[config.mk]
export PLATFORM = sky130hd
export DESIGN_NAME = knn_vote
export DESIGN_NICKNAME = d
export VERILOG_FILES = /design/src/rtl/knn_pkg.sv /design/src/rtl/knn_class_hist.sv /design/src/rtl/knn_vote.sv
export SDC_FILE = /design/constraint.sdc
export NUM_CORES = 1
export LEC_CHECK = 0
export ABC_CLOCK_PERIOD_IN_PS = 2220
export CORE_UTILIZATION = 25
export CTS_CLUSTER_DIAMETER = 150
export CTS_CLUSTER_SIZE = 14
export DETAILED_ROUTE_END_ITERATION = 8
export DONT_BUFFER_PORTS = 1
export PLACE_DENSITY = 0.43
export SKIP_CTS_REPAIR_TIMING = 1
export SYNTH_ARGS = -nofsm -noshare
export SYNTH_HDL_FRONTEND = slang
export SYNTH_SLANG_ARGS = --single-unit
[constraint.sdc]
create_clock -name clk -period 2.22 [get_ports clk]
set_input_delay 0.111 -clock clk [delete_from_list [all_inputs] [get_ports clk]]
set_output_delay 0.111 -clock clk [all_outputs]
set_load 0.02 [all_outputs]
[src/rtl/knn_pkg.sv]
// Shared KNN accelerator definitions: FSM encoding, default label width and
// the vote-count width derivation used by the list and the vote stage.
package knn_pkg;

    typedef enum logic [1:0] {
        IDLE = 2'd0,
        LOAD = 2'd1,
        SCAN = 2'd2,
        DONE = 2'd3
    } knn_state_t;

    localparam int unsigned DEF_CLASS_W = 2;

    function automatic int unsigned knn_cnt_w(input int unsigned nbr_knn);
        return $clog2(nbr_knn + 1);
    endfunction

endpackage

[src/rtl/knn_class_hist.sv]
// Per-class vote counters and first-rank registers, indexed by class label.
module knn_class_hist #(
    parameter int unsigned NBR_CLASSES = 4,
    parameter int unsigned CLASS_W     = 2,
    parameter int unsigned CNT_W       = 3
) (
    input  logic               clk,
    input  logic               rst,
    input  logic               clr,
    input  logic               inc,
    input  logic [CLASS_W-1:0] inc_label,
    input  logic [CNT_W-1:0]   inc_rank,
    input  logic [CLASS_W-1:0] rd_class,
    output logic [CNT_W-1:0]   rd_cnt,
    output logic [CNT_W-1:0]   rd_rank
);

    logic [CNT_W-1:0] cnt        [NBR_CLASSES];
    logic [CNT_W-1:0] first_rank [NBR_CLASSES];

    always_ff @(posedge clk or negedge rst) begin
        if (!rst) begin
            for (int unsigned i = 0; i < NBR_CLASSES; i++) begin
                cnt[i]        <= '0;
                first_rank[i] <= '0;
            end
        end else if (clr) begin
            for (int unsigned i = 0; i < NBR_CLASSES; i++) begin
                cnt[i]        <= '0;
                first_rank[i] <= '0;
            end
        end else if (inc) begin
            cnt[inc_label] <= cnt[inc_label] + 1'b1;
            // Only the nearest member of a class defines its tie-break rank.
            if (cnt[inc_label] == '0)
                first_rank[inc_label] <= inc_rank;
        end
    end

    assign rd_cnt  = cnt[rd_class];
    assign rd_rank = first_rank[rd_class];

endmodule

[src/rtl/knn_vote.sv]
// Majority-vote stage: histograms NBR_KNN labelled neighbours, picks the winner
// (ties to the class with the nearest member) and emits it over valid/ready.
module knn_vote
    import knn_pkg::*;
#(
    parameter  int unsigned DATA_W  = 32,
    parameter  int unsigned NBR_KNN = 4,
    parameter  int unsigned CLASS_W = DEF_CLASS_W,
    localparam int unsigned CNT_W   = knn_cnt_w(NBR_KNN)
) (
    input  logic               clk,
    input  logic               rst,
    input  logic               start,
    input  logic               in_valid,
    output logic               in_ready,
    input  logic [CLASS_W-1:0] in_label,
    input  logic [DATA_W-1:0]  in_dist,
    output logic               out_valid,
    input  logic               out_ready,
    output logic [CLASS_W-1:0] out_label,
    output logic [CNT_W-1:0]   out_count,
    output logic               busy,
    output logic               order_err
);

    localparam int unsigned NBR_CLASSES = 2 ** CLASS_W;

    knn_state_t         state;
    logic [CNT_W-1:0]   beat;
    logic [DATA_W-1:0]  prev_dist;
    logic [CLASS_W-1:0] scan_idx;
    logic [CLASS_W-1:0] best_label;
    logic [CNT_W-1:0]   best_cnt;
    logic [CNT_W-1:0]   best_rank;

    logic               hist_clr;
    logic               hist_inc;
    logic [CNT_W-1:0]   rd_cnt;
    logic [CNT_W-1:0]   rd_rank;

    logic               take;
    logic [CLASS_W-1:0] nxt_label;
    logic [CNT_W-1:0]   nxt_cnt;
    logic [CNT_W-1:0]   nxt_rank;

    assign hist_clr = (state == IDLE) && start;
    assign hist_inc = (state == LOAD) && in_valid;

    knn_class_hist #(
        .NBR_CLASSES (NBR_CLASSES),
        .CLASS_W     (CLASS_W),
        .CNT_W       (CNT_W)
    ) u_hist (
        .clk       (clk),
        .rst       (rst),
        .clr       (hist_clr),
        .inc       (hist_inc),
        .inc_label (in_label),
        .inc_rank  (beat),
        .rd_class  (scan_idx),
        .rd_cnt    (rd_cnt),
        .rd_rank   (rd_rank)
    );

    always_comb begin
        take = (rd_cnt > best_cnt) ||
               ((rd_cnt == best_cnt) && (rd_cnt != '0) && (rd_rank < best_rank));
        nxt_label = take ? scan_idx : best_label;
        nxt_cnt   = take ? rd_cnt   : best_cnt;
        nxt_rank  = take ? rd_rank  : best_rank;
    end

    always_ff @(posedge clk or negedge rst) begin
        if (!rst) begin
            state      <= IDLE;
            beat       <= '0;
            prev_dist  <= '0;
            scan_idx   <= '0;
            best_label <= '0;
            best_cnt   <= '0;
            best_rank  <= '0;
            in_ready   <= 1'b0;
            out_valid  <= 1'b0;
            out_label  <= '0;
            out_count  <= '0;
            busy       <= 1'b0;
            order_err  <= 1'b0;
        end else begin
            case (state)
                IDLE: begin
                    if (start) begin
                        state      <= LOAD;
                        beat       <= '0;
                        best_label <= '0;
                        best_cnt   <= '0;
                        best_rank  <= '0;
                        order_err  <= 1'b0;
                        in_ready   <= 1'b1;
                        busy       <= 1'b1;
                    end
                end
                LOAD: begin
                    if (in_valid) begin
                        beat      <= beat + 1'b1;
                        prev_dist <= in_dist;
                        if ((beat != '0) && (in_dist < prev_dist))
                            order_err <= 1'b1;
                        if (beat == CNT_W'(NBR_KNN - 1)) begin
                            state      <= SCAN;
                            in_ready   <= 1'b0;
                            scan_idx   <= '0;
                            best_label <= '0;
                            best_cnt   <= '0;
                            best_rank  <= CNT_W'(NBR_KNN);
                        end
                    end
                end
                SCAN: begin
                    best_label <= nxt_label;
                    best_cnt   <= nxt_cnt;
                    best_rank  <= nxt_rank;
                    scan_idx   <= scan_idx + 1'b1;
                    // The last class's decision is folded straight into the result.
                    if (scan_idx == CLASS_W'(NBR_CLASSES - 1)) begin
                        state     <= DONE;
                        out_valid <= 1'b1;
                        out_label <= nxt_label;
                        out_count <= nxt_cnt;
                    end
                end
                DONE: begin
                    if (out_ready) begin
                        state     <= IDLE;
                        out_valid <= 1'b0;
                        busy      <= 1'b0;
                    end
                end
                default: state <= IDLE;
            endcase
        end
    end

endmodule
=== Word level (Yosys, flattened, before mapping) ===
Index checks and enable logic that the tools add are counted.

* $add $sub $neg: 3
* Magnitude comparators: 6
* Eq/ne operators: 13
* Mux-type cells: 53
* Bitwise operators: 2
* Reduce and logical (&&, ||, !) cells: 30

{| class="wikitable"
|+ Operators with widths
! operator !! count
|-
| $mux W12 || 5
|-
| $mux W3 || 15
|-
| $lt A32 B32 Y1 || 1
|-
| $bwmux W12 || 2
|-
| $bmux W3 S2 || 3
|-
| $mux W2 || 9
|-
| $pmux W3 S3 || 2
|-
| $reduce_and A3 Y1 || 4
|-
| $reduce_and A4 Y1 || 3
|-
| $reduce_bool A2 Y1 || 6
|-
| $ne A2 B2 Y1 const B || 5
|-
| $reduce_and A5 Y1 || 2
|-
| $reduce_bool A3 Y1 || 3
|-
| $mux W1 || 8
|-
| $pmux W1 S2 || 4
|-
| $pmux W2 S4 || 1
|-
| $add A3 B1 Y3 const B || 2
|-
| $demux W3 S2 || 1
|-
| $eq A2 B2 Y1 const B || 3
|-
| $ge A3 B3 Y1 const B || 2
|-
| $logic_and A1 B1 Y1 || 6
|-
| $not A2 Y3 || 2
|-
| $pmux W2 S3 || 1
|-
| $pmux W3 S2 || 1
|-
| 13 further kinds || 16
|}

* Flip-flop bits (word level): 80
* Output and inout bits: 9
* Logic and storage cells: 128

=== Logic depth before layout (Yosys ltp) ===
* Depth after elaboration: 10
* Mapped depth: 11
* Gate-level depth less buffers: 10

=== Cells and area by module ===
Synthesis repeated with hierarchy kept, for this count alone.

* Cell total of the unflattened synthesis: 488
* Area, all modules: 4762.1 um2

{| class="wikitable"
|+ By module, submodules not included
! module !! instances !! cells each !! area each (um2) !! seq. area each (um2)
|-
| knn_vote || 1 || 378 || 3419.5 || 1401.3
|-
| knn_class_hist || 1 || 110 || 1342.5 || 600.6
|}

=== Worst setup path after synthesis ===
OpenSTA, ideal clock, no wires.

* Kind: flip-flop to flip-flop
* Start: reg scan_idx[0]
* End: reg out_count[0]
* Library setup time: 0.129 ns
* Data arrival time: 2.245 ns
* Data required time: 2.091 ns
* Slack: -0.154 ns
* Cell stages (with the launch flop): 12
* Period minus slack after synthesis: 2.374 ns
* Path through: dfrtp_1 buf_6 mux4_2 inv_1 ha_1 nand2b_1 a21oi_1 nor2b_1 o22ai_2 buf_6 mux2i_1 o21ai_1

* Longest elaborated chain between the ends: 9
* Elaborated cells between the ends (all ways): 17
* Classes of those cells: order compare: 2; eq/ne: 2; mux: 7; bitwise: 1; reduce/logical: 5

{| class="wikitable"
|+ RTL lines
! item !! line !! RTL
|-
| from (decl) || knn_vote.sv:31 || <nowiki>logic [CLASS_W-1:0] scan_idx;</nowiki>
|-
| from (signal assigned) || knn_vote.sv:122 || <nowiki>scan_idx <= scan_idx + 1'b1;</nowiki>
|-
| parallel branches: the longest is 9 deep, another holds $lt A3 B3 Y1 || -- ||
|-
| to (signal assigned) || knn_vote.sv:128 || <nowiki>out_count <= nxt_cnt;</nowiki>
|-
| to (decl) || knn_vote.sv:21 || <nowiki>output logic [CNT_W-1:0] out_count,</nowiki>
|}

Parallel ways; which one is timed is not known. The select of a mux whose other input is x is not followed.
A chain may end at the register's enable or synchronous reset.

=== Final worst setup path ===
* Start: reg scan_idx[0]
* End: reg best_cnt[1]

* Longest elaborated chain between the ends: 10
* Elaborated cells between the ends (all ways): 16
* Classes of those cells: order compare: 2; eq/ne: 1; mux: 8; bitwise: 1; reduce/logical: 4

{| class="wikitable"
|+ RTL lines
! item !! line !! RTL
|-
| $not A2 Y3 (not written as such) (*) || knn_class_hist.sv:40, knn_class_hist.sv:41 ||
|-
| parallel branches: the longest is 7 deep, another holds $lt A3 B3 Y1 || -- ||
|-
| $mux W3 (*) || knn_vote.sv:69 || <nowiki>nxt_cnt = take ? rd_cnt : best_cnt;</nowiki>
|-
| $pmux W3 S3 (*) || knn_vote.sv:89 || <nowiki>case (state)</nowiki>
|-
| to (signal assigned) || knn_vote.sv:120 || <nowiki>best_cnt <= nxt_cnt;</nowiki>
|-
| to (decl) || knn_vote.sv:33 || <nowiki>logic [CNT_W-1:0] best_cnt;</nowiki>
|}

Mark *: on every way between the ends. The select of a mux whose other input is x is not followed.

==> impl_metrics.py <==
metrics = {
    "floorplanning": {
        "fp.dieH_um": 138,
        "rows": 49,
        "dieArea_um2": 19000,
        "fp.dieW_um": 138,
        "placeableCoreArea_um2": 18000,
        "ios": 48,
        "start_util_pct": 25.5,
    },
    "synth": {
        "synth_edf_count": 0,
        "synthCells": 469,
        "synth_area_per_cell_um2": 9.82,
        "yosysSeqAreaShare_pct": 43.5,
        "netlist_area_um2": 4600,
        "synth_top_area_cell": "dfrtp_1",
        "synth-seq-cells": 80,
        "yosys_warnings": 0,
        "async_reset_ff_share_pct": 100,
        "synth_nets": 555,
        "synth_top_area_share_pct": 43.5,
        "synth_top_flop_cell": "dfrtp_1",
        "synth_area_leaders": "dfrtp_1 43%, ha_1 13%, nand2_1 5.1%",
        "synth.distinct_cells": 47,
    },
    "layout": {
        "final_common_cell": "dfrtp_1",
        "layout-drive-gt1-share_pct": 16.2,
        "area_growth_pct": 27.7,
        "final_cell_mix": "79 x dfrtp_1, 61 x nand2_1, 45 x inv_1, 45 x o21ai_0, 44 x ha_1",
        "diodes": 0,
        "fin_cells": 771,
        "final_nets": 623,
    },
    "status": {
        "status": "finished with violations",
        "violations": "negative setup slack",
    },
    "critical_path": {
        "slowest_stage": "mux4_2",
        "ff2ff_setup_slack_ps": -220,
        "startpoint_type": "flip-flop",
        "worst_r2r_path_depth": 9,
        "arrival_ps": 2670,
        "slowest_delay_ps": 570,
        "cp_top_family": "compound AO/OA/AOI/OAI gates",
        "critPathLaunch": "scan_idx[0]",
        "r2r_start": "scan_idx[0]",
        "critPathCaptureType": "flip-flop",
        "critPathRequiredTime_ps": 2450,
        "timing.critical_path.buf_inv": 0,
        "crit_type": "reg -> reg",
        "crit_cells": 9,
        "worst-path-max-fanout": 5,
        "path_cells": "mux4_2 -> ha_4 -> nand2b_4 -> o221a_1 -> nor3_4 -> o22ai_4 -> nand2_2 -> nand3_2 -> a32o_1",
    },
    "sta": {
        "holdWs_ps": 9.31,
        "period_share_pct": 110,
        "setup_tns_ps": -2450,
        "rsz0062_at_grt": "yes",
        "clock-skew-final_ps": 11.3,
        "slew_viol_final": 0,
        "relSlewSlack_pct": 72.2,
        "setup_violations": 13,
        "hold_viol": 0,
        "fmax_mhz": 410,
        "worst_slew_pin_slew_ps": 418,
        "setup_ws_ps": -218,
        "period_minus_slack_ps": 2440,
    },
    "clock_tree": {
        "clock_latency_ps": 350,
        "tritoncts": "yes",
        "clockRootBuffer": "clkbuf_16",
        "cts_htree_levels": 3,
        "numClockSinks": 80,
        "clk_pin_slew_ps": 70,
        "cts_buffer_depth": 2,
        "cts_buffers": 9,
    },
    "place": {
        "port_buffers": 0,
        "routabilityCongestion": 0.745,
        "dp.final_hpwl_um": 7630,
        "dpl.cell_count": 713,
    },
    "grt": {
        "grt_max_degree": 81,
        "grtUsageTotal_pct": 12.1,
        "grt_pass1_vias": 3496,
        "grt_first_pass_wirelength_um": 17500,
        "antenna_found_initial": 0,
        "overflow": 0,
    },
    "power": {
        "switching_share_pct": 38.3,
        "powerDensity_nw_per_um2": 1140,
        "p_int_mw": 4.14,
        "switchingPower_mw": 2.57,
        "combPwrFrac_pct": 46.1,
        "leakage_nw": 2.67,
        "vdd_drop_max_v": 0.000437,
        "power.share.sequential_pct": 33.1,
        "clkPwrFrac_pct": 20.7,
    },
    "route": {
        "vias_per_cell": 4.59,
        "ant_nets": 0,
        "wl_per_cell_um": 14.4,
        "drcViolationCount": 0,
        "wl_um": 11100,
        "firstDrtPassIters": 4,
        "initialDrtViolationCount": 113,
        "dr_total_vias": 3538,
    },
    "min_path": {
        "hp-class": "in -> reg",
        "holdCritStartpoint": "out_ready",
        "min_path_cells": 3,
    },
    "flow_run": {
        "cap_violations": 0,
    },
}
-- stage by stage --
stage | power, mW | util [%] | setup slack [ps] | area (um^2)
after floorplan | 4.20 | - | -154 | 4600
after global placement | 4.97 | 28.1 | -279 | 5070
after detailed placement | 5.03 | 28.1 | -358 | 5070
after CTS | 6.47 | 29.6 | -352 | 5340
after global routing | 7.34 | 32.6 | -332 | 5880
final | 6.71 | 32.6 | -218 | 5880
-- layer usage --
layer	vias to the layer above	wire, um	track usage, %
met5	-	0	0
met4	0	90	2.36
met2	56	5260	19.4
li1	1773	-	-
met3	12	533	6.11
met1	1697	5200	14.5
-- path summary, 6_finish.rpt --
path                                      end
worst min register to register    best_cnt[2]
worst min-delay path                out_valid
worst max-delay path              best_cnt[1]
min in group asynchronous       u_hist.cnt[4]
max in group asynchronous         scan_idx[0]
worst max register to register    best_cnt[1]
-- power by group through the flow --
| stage | logic (mW) | clock network [mW] | registers, mW |
|---|---|---|---|
| 2_1_floorplan | 2.04 | 0 | 2.16 |
| 3_3_place_gp | 2.73 | 0 | 2.23 |
| 3_5_place_dp | 2.78 | 0 | 2.25 |
| 4_1_cts | 2.80 | 1.45 | 2.22 |
| 5_1_grt | 3.54 | 1.51 | 2.29 |
| 6_report | 3.09 | 1.39 | 2.22 |
-- kinds of logic after synthesis --
family,after synthesis,synth area share (%)
compound gates,114,15.4
xor+xnor,6,1.14
fa+ha+maj,47,12.8
buf+inv,66,5.82
flops,80,43.5
mux,31,9.51
simple gates,125,11.8
-- worst register-to-register path, stage by stage, from the launching register on --
cell	delay (ps)
dfrtp_2	430
mux4_2	570
ha_4	190
nand2b_4	120
o221a_1	240
nor3_4	230
o22ai_4	120
nand2_2	100
nand3_2	90
a32o_1	230
-- final cells by class --
cell class	count	area, um^2
clock inverters	7	46.3
inverters	46	173
multi-input cells	323	2430
well taps	229	287
clock buffers	9	225
repair buffers	77	714
fillers	1925	12100
flip-flops and latches	80	2000
-- state kept, by name (all words and copies together), names as in the netlist, 2 cells and up --
name               count
out_label              2
best_cnt               3
best_label             2
scan_idx               2
u_hist.first_rank     12
out_count              3
best_rank              3
beat                   3
state                  2
prev_dist             32
u_hist.cnt            12
-- cells in the mapped netlist (2+ instances only) --
cell,count
dfrtp_1,80
nand2_1,62
ha_1,47
inv_1,46
o21ai_0,45
nor2_1,31
a21oi_1,20
mux2i_1,19
a21o_1,14
clkbuf_1,13
nand3_1,9
o21ai_1,8
mux4_2,6
nand4_1,6
a22oi_1,4
nand2b_1,4
xor2_1,4
a211oi_1,3
a32o_1,3
buf_1,3
mux2_2,3
mux4_1,3
nor2b_1,3
nor3_1,3
a22o_1,2
a31oi_1,2
and2_1,2
buf_6,2
nand3b_1,2
o2bb2ai_1,2
xnor2_1,2
Note: power is estimated with default switching activity, not from simulation.
